===== src/rtl/stage_mem_pkg.sv =====
// stage_mem shared types: FSM state encoding, word-align mask and the
// EX/MEM control bundle.
package stage_mem_pkg;

   typedef enum logic {
      IDLE   = 1'b0,
      ACCESS = 1'b1
   } mem_state_e;

   localparam logic [1:0] WORD_ALIGN_MASK = 2'b11;

   typedef struct packed {
      logic mem_read;
      logic mem_write;
      logic reg_write;
      logic condition;
   } ex_mem_ctrl_t;

endpackage


===== src/rtl/stage_mem_dmem_access_fsm.sv =====
// Data-memory access sequencer: owns the request holding registers,
// the pending state and the sticky kill applied by a mid-access flush.
module dmem_access_fsm
   import stage_mem_pkg::*;
#(
   parameter int ADDR_W = 32,
   parameter int DATA_W = 32
) (
   input  logic              clk,
   input  logic              rst_n,
   input  logic              start,
   input  logic              start_we,
   input  logic [ADDR_W-1:0] start_addr,
   input  logic [DATA_W-1:0] start_wdata,
   input  logic              flush,
   input  logic              dmem_ack,
   output logic              pending,
   output logic              done,
   output logic              killed,
   output logic              dmem_req,
   output logic              dmem_we,
   output logic [ADDR_W-1:0] dmem_addr,
   output logic [DATA_W-1:0] dmem_wdata
);

   localparam logic [ADDR_W-1:0] ADDR_MASK =
      ~ADDR_W'(WORD_ALIGN_MASK);

   mem_state_e state_q, state_d;
   logic       kill_q;

   always_ff @(posedge clk or negedge rst_n) begin
      if (!rst_n) begin
         state_q <= IDLE;
      end else begin
         state_q <= state_d;
      end
   end

   always_comb begin
      state_d = state_q;
      unique case (state_q)
         IDLE:    if (start) state_d = ACCESS;
         ACCESS:  if (dmem_ack) state_d = IDLE;
         default: state_d = IDLE;
      endcase
   end

   always_ff @(posedge clk or negedge rst_n) begin
      if (!rst_n) begin
         dmem_we    <= 1'b0;
         dmem_addr  <= '0;
         dmem_wdata <= '0;
         kill_q     <= 1'b0;
      end else begin
         if (start) begin
            dmem_we    <= start_we;
            dmem_addr  <= start_addr & ADDR_MASK;
            dmem_wdata <= start_wdata;
         end
         // Kill survives until the bus completes, then clears.
         kill_q <= (state_q == ACCESS) & ~dmem_ack
                   & (kill_q | flush);
      end
   end

   always_comb begin
      dmem_req = (state_q == ACCESS);
      pending  = dmem_req;
      done     = dmem_req & dmem_ack;
      killed   = kill_q | flush;
   end

endmodule


===== src/rtl/stage_mem.sv =====
// MEM pipeline stage: EX/MEM capture, word load/store over req/ack and
// the MEM/WB bundle. Option: STAGE_MEM_MISALIGN_TRAP_EN.
module stage_mem
   import stage_mem_pkg::*;
#(
   parameter int ADDR_W = 32,
   parameter int DATA_W = 32
) (
   input  logic              clk,
   input  logic              rst_n,
   input  logic              in_valid,
   output logic              in_ready,
   input  logic              flush,
   input  logic              cs_mem_read,
   input  logic              cs_mem_write,
   input  logic              cs_reg_write,
   input  logic [DATA_W-1:0] in_inst,
   input  logic [DATA_W-1:0] in_new_pc,
   input  logic [DATA_W-1:0] in_alu_output,
   input  logic [DATA_W-1:0] in_reg_data_b,
   input  logic              in_condition,
   output logic              dmem_req,
   output logic              dmem_we,
   output logic [ADDR_W-1:0] dmem_addr,
   output logic [DATA_W-1:0] dmem_wdata,
   input  logic [DATA_W-1:0] dmem_rdata,
   input  logic              dmem_ack,
   output logic [DATA_W-1:0] out_inst,
   output logic [DATA_W-1:0] out_new_pc,
   output logic [DATA_W-1:0] out_alu_output,
   output logic [DATA_W-1:0] out_mem_data,
   output logic              out_condition,
   output logic              out_reg_write,
`ifdef STAGE_MEM_MISALIGN_TRAP_EN
   output logic              out_misalign,
`endif
   output logic              out_valid
);

   logic              accept, is_mem, mis;
   logic              issue, fast;
   logic              pending, done, killed;
   ex_mem_ctrl_t      ctrl_q;
   logic [DATA_W-1:0] inst_q, pc_q, alu_q;

   assign in_ready = ~pending;
   assign accept   = in_valid & in_ready & ~flush;
   assign is_mem   = cs_mem_read | cs_mem_write;

`ifdef STAGE_MEM_MISALIGN_TRAP_EN
   assign mis = is_mem & (in_alu_output[1:0] != 2'b00);
`else
   assign mis = 1'b0;
`endif

   // Trapped misaligned ops retire like ALU ops and never touch the bus.
   assign issue = accept & is_mem & ~mis;
   assign fast  = accept & ~issue;

   dmem_access_fsm #(
      .ADDR_W (ADDR_W),
      .DATA_W (DATA_W)
   ) u_fsm (
      .clk         (clk),
      .rst_n       (rst_n),
      .start       (issue),
      .start_we    (cs_mem_write),
      .start_addr  (in_alu_output[ADDR_W-1:0]),
      .start_wdata (in_reg_data_b),
      .flush       (flush),
      .dmem_ack    (dmem_ack),
      .pending     (pending),
      .done        (done),
      .killed      (killed),
      .dmem_req    (dmem_req),
      .dmem_we     (dmem_we),
      .dmem_addr   (dmem_addr),
      .dmem_wdata  (dmem_wdata)
   );

   always_ff @(posedge clk or negedge rst_n) begin
      if (!rst_n) begin
         ctrl_q <= '0;
         inst_q <= '0;
         pc_q   <= '0;
         alu_q  <= '0;
      end else if (accept) begin
         ctrl_q <= '{mem_read:  cs_mem_read,
                     mem_write: cs_mem_write,
                     reg_write: cs_reg_write,
                     condition: in_condition};
         inst_q <= in_inst;
         pc_q   <= in_new_pc;
         alu_q  <= in_alu_output;
      end
   end

   always_ff @(posedge clk or negedge rst_n) begin
      if (!rst_n) begin
         out_valid      <= 1'b0;
         out_inst       <= '0;
         out_new_pc     <= '0;
         out_alu_output <= '0;
         out_mem_data   <= '0;
         out_condition  <= 1'b0;
         out_reg_write  <= 1'b0;
`ifdef STAGE_MEM_MISALIGN_TRAP_EN
         out_misalign   <= 1'b0;
`endif
      end else begin
         out_valid <= 1'b0;
         if (fast) begin
            out_valid      <= 1'b1;
            out_inst       <= in_inst;
            out_new_pc     <= in_new_pc;
            out_alu_output <= in_alu_output;
            out_condition  <= in_condition;
            out_reg_write  <= cs_reg_write & ~mis;
`ifdef STAGE_MEM_MISALIGN_TRAP_EN
            out_misalign   <= mis;
`endif
         end else if (done & ~killed) begin
            out_valid      <= 1'b1;
            out_inst       <= inst_q;
            out_new_pc     <= pc_q;
            out_alu_output <= alu_q;
            out_condition  <= ctrl_q.condition;
            out_reg_write  <= ctrl_q.reg_write;
`ifdef STAGE_MEM_MISALIGN_TRAP_EN
            out_misalign   <= 1'b0;
`endif
            if (ctrl_q.mem_read & ~ctrl_q.mem_write)
               out_mem_data <= dmem_rdata;
         end
      end
   end

endmodule


===== config.mk =====
export PLATFORM = sky130hd
export DESIGN_NAME = stage_mem
export DESIGN_NICKNAME = d
export VERILOG_FILES = /design/src/rtl/stage_mem_pkg.sv /design/src/rtl/stage_mem_dmem_access_fsm.sv /design/src/rtl/stage_mem.sv
export SDC_FILE = /design/constraint.sdc
export NUM_CORES = 1
export LEC_CHECK = 0
export BUFFER_PORTS_ARGS = -buffer_cell sky130_fd_sc_hd__clkbuf_2
export CAP_MARGIN = 30
export CORE_MARGIN = 5
export CORE_UTILIZATION = 46
export DETAILED_ROUTE_END_ITERATION = 6
export PLACE_DENSITY = 0.76
export SYNTH_ARGS = -nofsm -noshare
export SYNTH_HDL_FRONTEND = slang
export SYNTH_SLANG_ARGS = --single-unit

===== constraint.sdc =====
create_clock -name clk -period 1.7 [get_ports clk]
set_input_delay 0.255 -clock clk [delete_from_list [all_inputs] [get_ports clk]]
set_output_delay 0.255 -clock clk [all_outputs]
set_load 0.02 [all_outputs]

==> results.ini, run 1 <==
[yosys]
syn_area_um2=11580
synth-seq-area-share_pct=63.94
synth_top_area_share_pct=63.94
async_reset_ff_share_pct=100.0
yosys-top-cells-count=nand2_1 (301), dfrtp_1 (296), a221o_1 (98), and2_1 (98), mux2_2 (89)
synth_most_common_cell=nand2_1
synth_area_leaders=dfrtp_1 (64%), nand2_1 (9.8%), mux2_2 (8.7%), a221o_1 (8.5%), and2_1 (5.3%)
syn_avg_cell_area_um2=11.97
ys_seq_elements=296
synth_edf_count=0
ys.flop_type=dfrtp_1
synth_top_area_cell=dfrtp_1
synth_cell_types=21
syn_inst=968
ys_warn_count=0

[final_layout]
antenna_cells=0
drive_above_1_share_pct=36.61
num-nets-final=1681
multiInputGateArea_um2=4048
fillerInstances=1668
fin_util_pct=68.84
area_growth_pct=48.35
fin_area_um2=17180
seq_area_um2=7408

[floorplan]
die_h_um=168.7
die_w_um=168.7
fp.coreArea_um2=24960
die_area_um2=28450
io_pins=367
rows=58
start_util_pct=46.40

[cts]
clk_path_buf_depth=3
cts_tree=done
clkSinkCount=296
numCtsBuffers=31
clock_latency_ns=0.54
cts-root-buf=clkbuf_16
clk_transition_reported_paths_ns=0.07
htreeDepth=1

[setup_path]
slowest_delay_ns=0.42
crit_arrival_ns=2.19
r2r_end=out_alu_output[1]
worstPathMaxFanout=34
rrSetupSlack_ns=-0.04
path_cells=or3b_4, nor3_4, buf_8, a221o_1
end_kind=flop
setup.worst_path.start=u_fsm.dmem_req
start_kind=flop
crit_required_ns=2.16
setup.worst_path.class=flop to flop
r2r_cells=4
r2r-start=u_fsm.dmem_req
slowest_stage=dfrtp_2

[timing]
max_clock_freq_mhz=575.6
setup_slack_ns=-0.03732
period_share_pct=102.2
finClkSkew_ns=0.01604
finalSetupViolCount=6
finalCriticalPeriod_ns=1.737
whs_ns=0.04073
finalSetupTns_ns=-0.06922
timing.final.max_slew_violations=0
rsz0062_at_grt=true
hold_viol=0

[min_path]
min_from=flush
worstHoldPathType=input port to flop
hold_depth=3
hold_end=u_fsm.kill_q

[global_routing]
grt_max_degree=77
grt.total_usage_pct=23.75
antenna_found_initial=0
grt_pass1_wl_mm=55.63
grt_overflow=0
grt_pass1_vias=10390

[place]
placed_area_um2=14010
hpwlAfterDp_mm=20.68
io_buffer_count=364
gp_congestion=0.8079

[routing]
first_iter_violations=682
drtPass1Iterations=5
dr_total_vias=9839
vias_per_cell=5.276
drc=0
final_antenna_net_count=0
wire_per_inst_um=19.70
drt_wl_total_mm=36.75

[run_status]
violations=setup timing
run_status=complete, but fails checks

[pwr]
peakVddDrop_v=0.001155
powerDensity_nw_per_um2=1391
leakage_nw=8.839

[run]
maxCapViolCount=0

-- where the power goes --
part	internal, mW	total [mW]	leakage (nW)	switching [mW]
clock network	4.62	7.43	0.552	2.80
registers	8.84	9.98	3.68	1.14
logic	2.79	6.50	4.61	3.71
-- metal layers --
metal  GRT usage (%)  vias up  part of all wire (%)
met2           41.41      457                    51
met3           4.694       91                   7.1
met4           8.327        0                   3.6
met1           29.61     4905                    39
met5               0        -                     0
li1                -     4386                     -
-- how the worst max path moves through the flow --
stage	slack, ns	endpoint	cells past startpoint
3_3_place_gp	-0.02	out_inst[24]	4
3_5_place_dp	-0.06	out_mem_data[8]	5
6_report	-0.04	out_alu_output[1]	4
2_1_floorplan	-0.05	out_mem_data[10]	6
5_1_grt	-0.1	out_alu_output[1]	4
4_1_cts	0.002	out_mem_data[31]	5
-- cell usage in the layout, fill, tap and decap left out --
cell type,synthesis,final
inv_8,0,1
buf_6,0,7
buf_12,0,14
clkbuf_16,0,35
dfrtp_1,296,295
buf_4,8,17
buf_8,0,3
a21oi_4,0,1
and4bb_4,0,1
buf_16,0,3
clkinv_4,0,1
nand2_1,301,301
clkinvlp_4,0,2
mux2_1,5,3
or3b_4,0,1
nor2_1,4,3
nor2_4,0,1
clkbuf_2,0,362
and3b_4,0,1
inv_1,2,2
mux2_2,89,59
mux2_4,0,32
a22o_1,1,1
and2_1,98,98
clkinv_2,0,5
nand2b_1,1,1
dfrtp_2,0,1
dlygate4sd3_1,0,165
clkbuf_8,0,5
a221o_1,98,98
nor3_4,0,1
bufinv_16,0,7
conb_1,1,2
clkbuf_1,43,4
o21ai_2,0,1
nor3b_4,0,1
-- final cells by class --
class | count | share of cell area (%)
Clock buffer | 40 | 5.002
Clock inverter | 16 | 1.573
Inverter | 2 | 0.04369
Multi-Input combinational cell | 606 | 23.55
Sequential cell | 296 | 43.11
Tap cell | 330 | 2.403
Timing Repair Buffer | 575 | 24.31
-- through the flow --
stage / power (mW) / cells / setup slack (ns)
2_1_floorplan: 13.28 / 969 / -0.04819
3_3_place_gp: 15.66 / 1632 / -0.01780
3_5_place_dp: 15.87 / 1632 / -0.06212
4_1_cts: 23.63 / 1857 / 0.001631
5_1_grt: 24.92 / 1865 / -0.09641
6_report: 23.91 / 1865 / -0.03732
-- flip-flops by register name (all words and copies together) (netlist names) --
| register | count |
|---|---|
| pc_q | 32 |
| inst_q | 32 |
| out_mem_data | 32 |
| out_alu_output | 32 |
| u_fsm.dmem_we | 1 |
| out_inst | 32 |
| u_fsm.kill_q | 1 |
| u_fsm.dmem_req | 1 |
| ctrl_q | 4 |
| out_condition | 1 |
| u_fsm.dmem_addr | 30 |
| out_reg_write | 1 |
| out_valid | 1 |
| out_new_pc | 32 |
| alu_q | 32 |
| u_fsm.dmem_wdata | 32 |
-- what timing repair did --
item                                   CTS  global route
pin swaps                                2            10
hold buffers                           165             0
endpoints found under the hold margin  366             0
cloned                                   2             6
resized for setup                        8            42
setup endpoints to repair               96           213
buffers inserted                         2             2
-- cell families after synthesis --
kind of cell           Yosys count  synth area share [%]
multiplexers                    94                 9.138
other                            1               0.03237
buffers and inverters           67                 2.582
flip-flops                     296                 63.94
AO/OA/AOI/OAI                  101                 8.663
AND/OR/NAND/NOR                409                 15.64
-- worst max-delay path: cells and delay by family, from the launching register on --
family / cells / cell delay (ns)
AO/OA/AOI/OAI: 1 / 0.26
AND/OR/NAND/NOR: 2 / 0.67
buffers and inverters: 1 / 0.29
flip-flops: 1 / 0.42
No activity file was read; power rests on OpenSTA's default activity.
==> run 2: changes to the inputs <==
--- a/config.mk
+++ b/config.mk
@@ -7,10 +7,12 @@
 export LEC_CHECK = 0
 export BUFFER_PORTS_ARGS = -buffer_cell sky130_fd_sc_hd__clkbuf_2
 export CAP_MARGIN = 30
+export CORE_ASPECT_RATIO = 1.1
 export CORE_MARGIN = 5
 export CORE_UTILIZATION = 46
 export DETAILED_ROUTE_END_ITERATION = 6
 export PLACE_DENSITY = 0.76
+export SLEW_MARGIN = 20
 export SYNTH_ARGS = -nofsm -noshare
 export SYNTH_HDL_FRONTEND = slang
 export SYNTH_SLANG_ARGS = --single-unit
==> constraint.sdc (replaced) <==
create_clock -name clk -period 1.7 [get_ports clk]
set_input_delay 0.085 -clock clk [delete_from_list [all_inputs] [get_ports clk]]
set_output_delay 0.085 -clock clk [all_outputs]
set_load 0.02 [all_outputs]
==> results.ini, run 2 (synthesis results as in run 1) <==
[cts]
clock_latency_ns=0.55  ; was 0.54 ns
clkSinkCount=296  ; unchanged
numCtsBuffers=29  ; was 31
clk_transition_reported_paths_ns=0.07  ; about the same
cts_tree=done  ; unchanged
htreeDepth=1  ; unchanged
cts-root-buf=clkbuf_16  ; unchanged
clk_path_buf_depth=3  ; unchanged

[global_routing]
grt_max_degree=81  ; was 77
grt_pass1_wl_mm=57.49  ; was 55.63 mm
grt_overflow=0  ; unchanged
antenna_found_initial=3  ; was 0
grt_pass1_vias=10630  ; was 10390
grt.total_usage_pct=24.94  ; was 23.75%

[setup_path]
start_kind=flop  ; unchanged
crit_required_ns=2.13  ; was 2.16 ns
path_cells=or3b_4, nor2_4, buf_4, buf_12, mux2_2  ; was or3b_4, nor3_4, buf_8, a221o_1
worstPathMaxFanout=16  ; was 34
end_kind=flop  ; unchanged
crit_buf_inv=2  ; was 1
setup.worst_path.class=flop to flop  ; unchanged
slowest_delay_ns=0.44  ; was 0.42 ns
critical_path.top_delay_family=simple AND/OR/NAND/NOR gates  ; unchanged
crit_arrival_ns=2.18  ; was 2.19 ns
rrSetupSlack_ns=-0.04  ; about the same
slowest_stage=dfrtp_2  ; unchanged

[routing]
dr_total_vias=10070  ; was 9839
wire_per_inst_um=20.25  ; was 19.70 um
drc=0  ; unchanged
first_iter_violations=619  ; was 682
vias_per_cell=5.390  ; was 5.276
drtPass1Iterations=5  ; unchanged
final_antenna_net_count=0  ; unchanged
drt_wl_total_mm=37.84  ; was 36.75 mm

[floorplan]
rows=61  ; was 58
fp.coreArea_um2=25030  ; was 24960 um^2
die_area_um2=28460  ; was 28450 um^2
io_pins=367  ; unchanged
die_w_um=161.3  ; was 168.7 um
start_util_pct=46.27  ; was 46.40%
die_h_um=176.4  ; was 168.7 um

[run_status]
violations=setup timing  ; unchanged
run_status=complete, but fails checks  ; unchanged

[final_layout]
final_common_cell=clkbuf_2  ; unchanged
num-nets-final=1697  ; was 1681
drive_above_1_share_pct=37.14  ; was 36.61%
layout_common_cells=clkbuf_2 (363), nand2_1 (301), dfrtp_1 (295)  ; was clkbuf_2 (362), nand2_1 (301), dfrtp_1 (295)
fin_util_pct=68.85  ; was 68.84%
area_growth_pct=48.80  ; was 48.35%

[timing]
finClkSkew_ns=0.02777  ; was 0.01604 ns
finalCriticalPeriod_ns=1.744  ; was 1.737 ns
max_clock_freq_mhz=573.5  ; was 575.6 MHz
period_share_pct=102.6  ; was 102.2%
slew-limit-headroom_pct=56.66
setup_slack_ns=-0.04360  ; was -0.03732 ns
hold_viol=0  ; unchanged
rsz0062_at_grt=true  ; unchanged
timing.final.max_slew_violations=0  ; unchanged
tightest_slew_ns=0.6501
finalSetupViolCount=17  ; was 6

[pwr]
p_total_mw=23.34  ; was 23.91 mW
peakVddDrop_v=0.0007769  ; was 0.001155 V
powerDensity_nw_per_um2=1354  ; was 1391 nW/um^2
leakage_nw=8.864  ; was 8.839 nW

[place]
io_buffer_count=364  ; unchanged
gp_congestion=0.7467  ; was 0.8079
hpwlAfterDp_mm=21.36  ; was 20.68 mm

[run]
maxCapViolCount=0  ; unchanged

[min_path]
worstHoldPathType=input port to async pin  ; was input port to flop

run 2: cell types whose count changed in the layout (fill, tap and decap cells not counted), moves of 3 or more:
| cell | previous run | this run |
|---|---|---|
| mux2_4 | 32 | 11 |
| mux2_2 | 59 | 78 |
| buf_4 | 17 | 27 |
| buf_12 | 14 | 19 |
| bufinv_16 | 7 | 4 |
run 2: area by class of cell:
type | count | area (um^2)
timing repair buffer | 593 | 4425
fill | 1661 | 7797
inverter | 2 | 7.507
tap | 315 | 394.1
clock buffer | 40 | 837.1
antenna | 2 | 5.005
multi-input combinational | 606 | 3974
clock inverter | 14 | 185.2
sequential | 296 | 7408
run 2: repair_timing:
item                       4_1_cts  5_1_grt
cloned                           4        8
setup endpoints to repair      133      194
hold endpoints to repair       591        0
buffers inserted                 6        6
hold buffers                   167        0
resized for setup                6       21
pin swaps                        3        6
run 2: per-layer routing:
metal / vias to the layer above / part of all wire (%) / track usage [%] / wire length [um]
li1: 4423 / - / - / -
met1: 5012 / 37 / 30.29 / 14060
met2: 511 / 51 / 43.48 / 19290
met3: 120 / 7.4 / 5.113 / 2783
met4: 2 / 4.5 / 10.45 / 1695
met5: - / 0.034 / 0 / 13
run 2: power breakdown:
part	total [mW]	internal (mW)	switching, mW
logic	6.54	2.77	3.77
clock network	6.83	4.05	2.78
registers	9.98	8.84	1.14
total	23.3	15.7	7.68
run 2: path summary, 6_finish.rpt:
check	end	depth (start not counted)	startpoint
max	u_fsm.dmem_wdata[26]	5	u_fsm.dmem_req
min	out_alu_output[20]	2	rst_n
max reg2reg	u_fsm.dmem_wdata[26]	5	u_fsm.dmem_req
min in group clk	ctrl_q[2]	6	in_valid
max in group asynchronous	pc_q[10]	3	rst_n
min reg2reg	pc_q[11]	2	pc_q[11]
run 2: per-stage QoR:
| step | std cells | cell area [um^2] | setup slack (ns) | hold slack, ns | TNS, ns |
|---|---|---|---|---|---|
| 5_1_grt | 1868 | 17240 | -0.08412 | 0.1212 | -2.691 |
| 3_3_place_gp | 1622 | 14100 | 0.0003987 | 0.09444 | 0 |
| 4_1_cts | 1853 | 16970 | -0.02662 | 0.05862 | -0.3354 |
| 6_report | 1868 | 17240 | -0.04360 | 0.08837 | -0.5323 |
| 3_5_place_dp | 1622 | 14100 | -0.02641 | 0.1017 | -0.5597 |
| 2_1_floorplan | 969 | 11610 | -0.04819 | -0.2106 | -2.712 |
run 2: worst register-to-register path, stage by stage (launching register included):
cell and delay [ns]:
dfrtp_2 0.44, or3b_4 0.43, nor2_4 0.11, buf_4 0.13, buf_12 0.15, mux2_2 0.36
